--- src/rtl/uart_tx_arbiter.sv ---
// uart_tx_arbiter
// Shares one byte-wide UART transmitter between N byte sources. Round-robin
// arbitration on release, optional per-requester lock for contiguous
// multi-byte messages, and a watchdog that frees a lock held by an idle owner.
module uart_tx_arbiter #(
   parameter int N            = 4,
   parameter int LOCK_TIMEOUT = 40000,
   parameter int TW           = 16
) (
   input  logic           clk_i,
   input  logic           rst_i,
   input  logic [N-1:0]   req_i,
   input  logic [8*N-1:0] data_i,
   input  logic [N-1:0]   lock_i,
   output logic [N-1:0]   ack_o,
   output logic [N-1:0]   grant_o,
   output logic           tx_valid_o,
   output logic [7:0]     tx_data_o,
   input  logic           tx_ready_i,
   output logic           busy_o,
   output logic           timeout_o
);

   localparam int PW = (N > 1) ? $clog2(N) : 1;
   // Last counter value before a forced release; unused when the watchdog is off.
   localparam logic [TW-1:0] TO_LAST = (LOCK_TIMEOUT > 0) ? TW'(LOCK_TIMEOUT - 1) : '0;

   typedef enum logic [1:0] {S_IDLE, S_SEND, S_ACK, S_OWN} state_t;

   state_t         state_q, state_d;
   logic [PW-1:0]  rr_ptr_q, rr_ptr_d;
   logic [PW-1:0]  owner_q, owner_d;
   logic [TW-1:0]  cnt_q, cnt_d;
   logic [N-1:0]   grant_q, grant_d;
   logic [N-1:0]   ack_q, ack_d;
   logic           tx_valid_q, tx_valid_d;
   logic [7:0]     tx_data_q, tx_data_d;
   logic           busy_q, busy_d;
   logic           timeout_q, timeout_d;

   logic           win_found;
   logic [PW-1:0]  win_idx;
   logic [PW-1:0]  scan_idx;

   // Pointer increment with explicit wrap so non-power-of-2 N works.
   function automatic logic [PW-1:0] ptr_inc(input logic [PW-1:0] p);
      if (p == PW'(N - 1)) begin
         return '0;
      end
      return p + PW'(1);
   endfunction

   function automatic logic [N-1:0] onehot(input logic [PW-1:0] p);
      logic [N-1:0] v;
      v    = '0;
      v[p] = 1'b1;
      return v;
   endfunction

   function automatic logic [7:0] pick_byte(input logic [8*N-1:0] d, input logic [PW-1:0] p);
      return d[{p, 3'b000} +: 8];
   endfunction

   // Round-robin winner: first active request scanning from rr_ptr upward.
   always_comb begin
      win_found = 1'b0;
      win_idx   = '0;
      scan_idx  = rr_ptr_q;
      for (int i = 0; i < N; i++) begin
         if (!win_found && req_i[scan_idx]) begin
            win_found = 1'b1;
            win_idx   = scan_idx;
         end
         scan_idx = ptr_inc(scan_idx);
      end
   end

   // Next-state and registered-output logic for the arbitration FSM.
   always_comb begin
      state_d    = state_q;
      rr_ptr_d   = rr_ptr_q;
      owner_d    = owner_q;
      cnt_d      = cnt_q;
      grant_d    = grant_q;
      tx_valid_d = tx_valid_q;
      tx_data_d  = tx_data_q;
      ack_d      = '0;
      timeout_d  = 1'b0;
      case (state_q)
         S_IDLE: begin
            if (win_found) begin
               owner_d    = win_idx;
               grant_d    = onehot(win_idx);
               tx_data_d  = pick_byte(data_i, win_idx);
               tx_valid_d = 1'b1;
               state_d    = S_SEND;
            end
         end
         S_SEND: begin
            // Byte is latched; only the transmitter handshake matters here.
            if (tx_ready_i) begin
               tx_valid_d = 1'b0;
               ack_d      = onehot(owner_q);
               state_d    = S_ACK;
            end
         end
         S_ACK: begin
            cnt_d   = '0;
            state_d = S_OWN;
         end
         S_OWN: begin
            if (!lock_i[owner_q]) begin
               rr_ptr_d = ptr_inc(owner_q);
               grant_d  = '0;
               cnt_d    = '0;
               state_d  = S_IDLE;
            end else if (req_i[owner_q]) begin
               tx_data_d  = pick_byte(data_i, owner_q);
               tx_valid_d = 1'b1;
               cnt_d      = '0;
               state_d    = S_SEND;
            end else if ((LOCK_TIMEOUT != 0) && (cnt_q == TO_LAST)) begin
               // Owner held the lock too long without sending: force release.
               rr_ptr_d  = ptr_inc(owner_q);
               grant_d   = '0;
               cnt_d     = '0;
               timeout_d = 1'b1;
               state_d   = S_IDLE;
            end else begin
               cnt_d = cnt_q + TW'(1);
            end
         end
         default: begin
            state_d = S_IDLE;
         end
      endcase
      busy_d = (state_d != S_IDLE);
   end

   // State and output registers with synchronous reset.
   always_ff @(posedge clk_i) begin
      if (rst_i) begin
         state_q    <= S_IDLE;
         rr_ptr_q   <= '0;
         owner_q    <= '0;
         cnt_q      <= '0;
         grant_q    <= '0;
         ack_q      <= '0;
         tx_valid_q <= 1'b0;
         tx_data_q  <= '0;
         busy_q     <= 1'b0;
         timeout_q  <= 1'b0;
      end else begin
         state_q    <= state_d;
         rr_ptr_q   <= rr_ptr_d;
         owner_q    <= owner_d;
         cnt_q      <= cnt_d;
         grant_q    <= grant_d;
         ack_q      <= ack_d;
         tx_valid_q <= tx_valid_d;
         tx_data_q  <= tx_data_d;
         busy_q     <= busy_d;
         timeout_q  <= timeout_d;
      end
   end

   assign ack_o      = ack_q;
   assign grant_o    = grant_q;
   assign tx_valid_o = tx_valid_q;
   assign tx_data_o  = tx_data_q;
   assign busy_o     = busy_q;
   assign timeout_o  = timeout_q;

endmodule

--- config.mk ---
export PLATFORM = sky130hd
export DESIGN_NAME = uart_tx_arbiter
export DESIGN_NICKNAME = d
export VERILOG_FILES = /design/src/rtl/uart_tx_arbiter.sv
export SDC_FILE = /design/constraint.sdc
export NUM_CORES = 1
export LEC_CHECK = 0
export CAP_MARGIN = 30
export CELL_PAD_IN_SITES_DETAIL_PLACEMENT = 1
export CELL_PAD_IN_SITES_GLOBAL_PLACEMENT = 1
export CORE_MARGIN = 3
export CORE_UTILIZATION = 33
export CTS_CLUSTER_SIZE = 25
export DETAILED_ROUTE_END_ITERATION = 8
export PLACE_DENSITY = 0.84
export SLEW_MARGIN = 15
export SYNTH_ARGS = -nofsm -noshare
export SYNTH_HDL_FRONTEND = slang
export SYNTH_SLANG_ARGS = --single-unit
--- constraint.sdc ---
create_clock -name clk_i -period 2.4 [get_ports clk_i]
set_input_delay 0.48 -clock clk_i [delete_from_list [all_inputs] [get_ports clk_i]]
set_output_delay 0.48 -clock clk_i [all_outputs]
set_load 0.01 [all_outputs]
==> results_dict.tcl <==
set metrics [dict create \
    worstPathBufferInverterCount 1 \
    post_drt_via_cell_ratio 5.55 \
    synth-edff-count 0 \
    route.detailed.drc 0 \
    drt-initial-drc-count 122 \
    initial_utilization 0.343 \
    drt-pass1-iter-count 4 \
    unrepaired_setup_endpoints_after_global_routing "true" \
    status "finished, violations left" \
    synth.cell_area_sq_um 2500 \
    synthToLayoutAreaGrowth_pct 61.1 \
    cts_buffers 5 \
    ir_drop_v 0.000367 \
    asyncSetResetFlopFracSynth 0 \
    gp_congestion 0.799 \
    setup_slack_ns -0.220 \
    num_vias 2788 \
    finish.net_count 451 \
    setup.worst_path.class "reg2reg" \
    crit_path_top_delay_cell "mux4_2" \
    total_leakage_power_nw 1.51 \
    detail-route-antenna-nets 0 \
    startpoint_types "flop" \
    drv_cap 0 \
    timing.final.max_slew_violations 0 \
    worst_pin_slew_ns 0.437 \
    seq_area_frac_synth 0.328 \
    floorplan.die.width_microns 93.1 \
    cell_by_cell_listing_of_the_critical_path "ha_4 > mux4_2 > a2111oi_4 > a221o_1 > buf_4 > o221ai_4 > a21boi_1 > a211oi_2 > o221ai_1" \
    post-route-min-period_ns 2.62 \
    finalCritPeriodShare 1.09 \
    setup_viol_count_final 14 \
    wirelength_met1_mm 4.04 \
    dominantRegCellSynth "dfxtp_1" \
    avgSynthCellArea_sq_um 8.49 \
    fp.coreArea_sq_um 7290 \
    cts.path.max_buffers 2 \
    post_cts_hold_buffer_count 0 \
    routed-wl-met3_microns 414 \
    synthDistinctLibCells 60 \
    worst_skew_late_latency_ns 0.31 \
    yosys_reg_bits 41 \
    crit_path_end_kind "flop" \
    place_worst_setup_slack_ns -0.783 \
    timing.hold.worst.class "reg2reg" \
    grt_first_pass_wirelength_mm 14.0 \
    grt_pass1_vias 2870 \
    die_h_microns 93.1 \
    total_power_w 0.00230 \
    fmaxAchievable_mhz 382 \
    syn-instance-count 295 \
    totalWireLength_mm 10.2 \
    cts_root_buffer "clkbuf_8" \
    critical-path-max-stage-delay_ns 0.59 \
    timing.final.hold_violations 0 \
    power-per-cell-area_nw_per_um2 571 \
    antenna_violations_before_repair 0 \
    grt-ovfl-total 0 \
    grt_use_total 0.202 \
    diodes 0 \
    placement_rows 31 \
    worst_clock_skew_ns 0.00761 \
    top_layer "met4" \
    synth_top_area_frac 0.328 \
    cp.arrival_ns 2.84 \
    crit_required_ns 2.62 \
    place.detailed.hpwl_mm 6.51 \
    portBuffers 61 \
    routed_wire_length_per_instance_microns 20.3 \
    dr_wl_met2_mm 5.35 \
    clock_tree_from_tritoncts "built" \
    cts.sink_count 41 \
    area_contributors_post_synth "dfxtp_1, nor2_1, mux2i_1, mux4_2, nand2_1" \
    slew_headroom 0.701 \
    clock_tree.htree_level_count 2 \
    area_of_the_die_sq_um 8670 \
    synthesis.nets 344 \
    post_route_cells_drive_above_1_share 0.310 \
    grt_start_max_net_pins 21 \
    boundaryPins 62 \
    worst_setup_hold_path_clk_slew_ns 0.09 \
    timing.critical_path.fanout_max 8 \
    yosys_warnings 0 \
    critical-path-top-delay-family "compound AO/OA/AOI/OAI gates" \
    violated_checks "negative setup slack" \
    cell_type_contributing_the_most_total_cell_area_after_synthesis "dfxtp_1" \
    worst_hold_slack_ns 0.476 \
    finalCoreUtilization 0.553 \
]
where the power goes:
part           switching, W  internal, W  leakage [nW]
sequential        0.0000466     0.000743         0.335
combinational      0.000506     0.000503          1.13
clock              0.000269     0.000233        0.0512
total              0.000822      0.00148          1.51
synthesized netlist by cell type (all sizes together) (2+ instances only):
cell type / number
dfxtp: 41
nor2: 38
nand2: 24
a21oi: 18
and2: 14
a21boi: 11
mux2i: 11
a211oi: 10
o21ai: 10
o221ai: 9
xor2: 9
buf: 7
nand2b: 7
clkbuf: 6
ha: 6
nand4: 6
inv: 5
nand3: 5
mux4: 4
and3: 3
nor2b: 3
nor3: 3
nor3b: 3
nor4: 3
or3: 3
xnor2: 3
a2111oi: 2
a22oi: 2
and4: 2
nand3b: 2
o22a: 2
o22ai: 2
or2: 2
or3b: 2
or4b: 2
layer usage:
metal / global-route usage / vias to the layer above
li1: - / 1301
met1: 0.248 / 1366
met2: 0.362 / 94
met3: 0.0282 / 27
met4: 0.0623 / 0
met5: 0 / -
layout by cell type, fill, tap and decap left out, types with 5 or more instances in the layout:
cell type	instances
nand2_1	23
buf_4	45
a21oi_1	10
inv_1	5
a21boi_2	6
ha_1	5
nand2b_1	5
nand3_1	5
o21ai_0	8
clkbuf_8	6
nand4_1	6
o221ai_1	7
a21oi_2	7
a211oi_2	7
xor2_1	8
clkdlybuf4s50_1	57
and2_1	14
dfxtp_1	39
mux2i_1	8
nor2_1	35
layout make-up:
| class | instances | area [sq um] |
|---|---|---|
| fillers | 857 | 3260 |
| multi-input cells | 236 | 1920 |
| repair buffers | 113 | 1050 |
| flip-flops and latches | 41 | 823 |
| well taps | 99 | 124 |
| clock buffers | 6 | 82.6 |
| inverters | 5 | 18.8 |
| clock inverters | 2 | 13.8 |
through the flow:
step / std cells / setup TNS [ns] / area [sq um]
after floorplan: 295 / 0 / 2530
after global placement: 488 / -12.08 / 3550
after detailed placement: 488 / -15.85 / 3550
after CTS: 496 / -0.663 / 3760
after global routing: 502 / -2.83 / 4030
final: 502 / -1.77 / 4030
flip-flops by register name, indices dropped and copies added, names as in the netlist:
register,cells
tx_data_o,8
state_q,2
rr_ptr_q,2
grant_o,4
busy_o,1
timeout_o,1
owner_q,2
ack_o,4
tx_valid_o,1
cnt_q,16
worst min-delay path, cell delays in order, from the launching register on:
cell and delay, ns:
dfxtp_1 0.33, nand2_1 0.05, o221ai_1 0.06
logic make-up (layout without fill, tap and decap cells):
logic type | after synthesis | in the layout | share of synthesized area
buffers and inverters | 18 | 126 | 0.0340
multiplexers | 16 | 16 | 0.0845
adder cells (fa/ha/maj) | 6 | 6 | 0.0300
XOR/XNOR | 12 | 12 | 0.0420
AO/OA/AOI/OAI | 79 | 79 | 0.228
flip-flops | 41 | 41 | 0.328
AND/OR/NAND/NOR | 123 | 123 | 0.253
final timing paths:
check,from,to,slack [ns],depth (start not counted)
worst min register to register,tx_data_o[4],tx_data_o[4],0.48,2
worst max register to register,rr_ptr_q[0],tx_data_o[3],-0.22,9
worst max-delay path,rr_ptr_q[0],tx_data_o[3],-0.22,9
worst min-delay path,tx_data_o[4],tx_data_o[4],0.48,2
repair_timing:
action	4_1_cts	5_1_grt
pin swaps	9	19
resized for setup	40	48
setup endpoints to repair	31	30
setup buffers	0	6
Note: power is estimated with default switching activity, not from simulation.
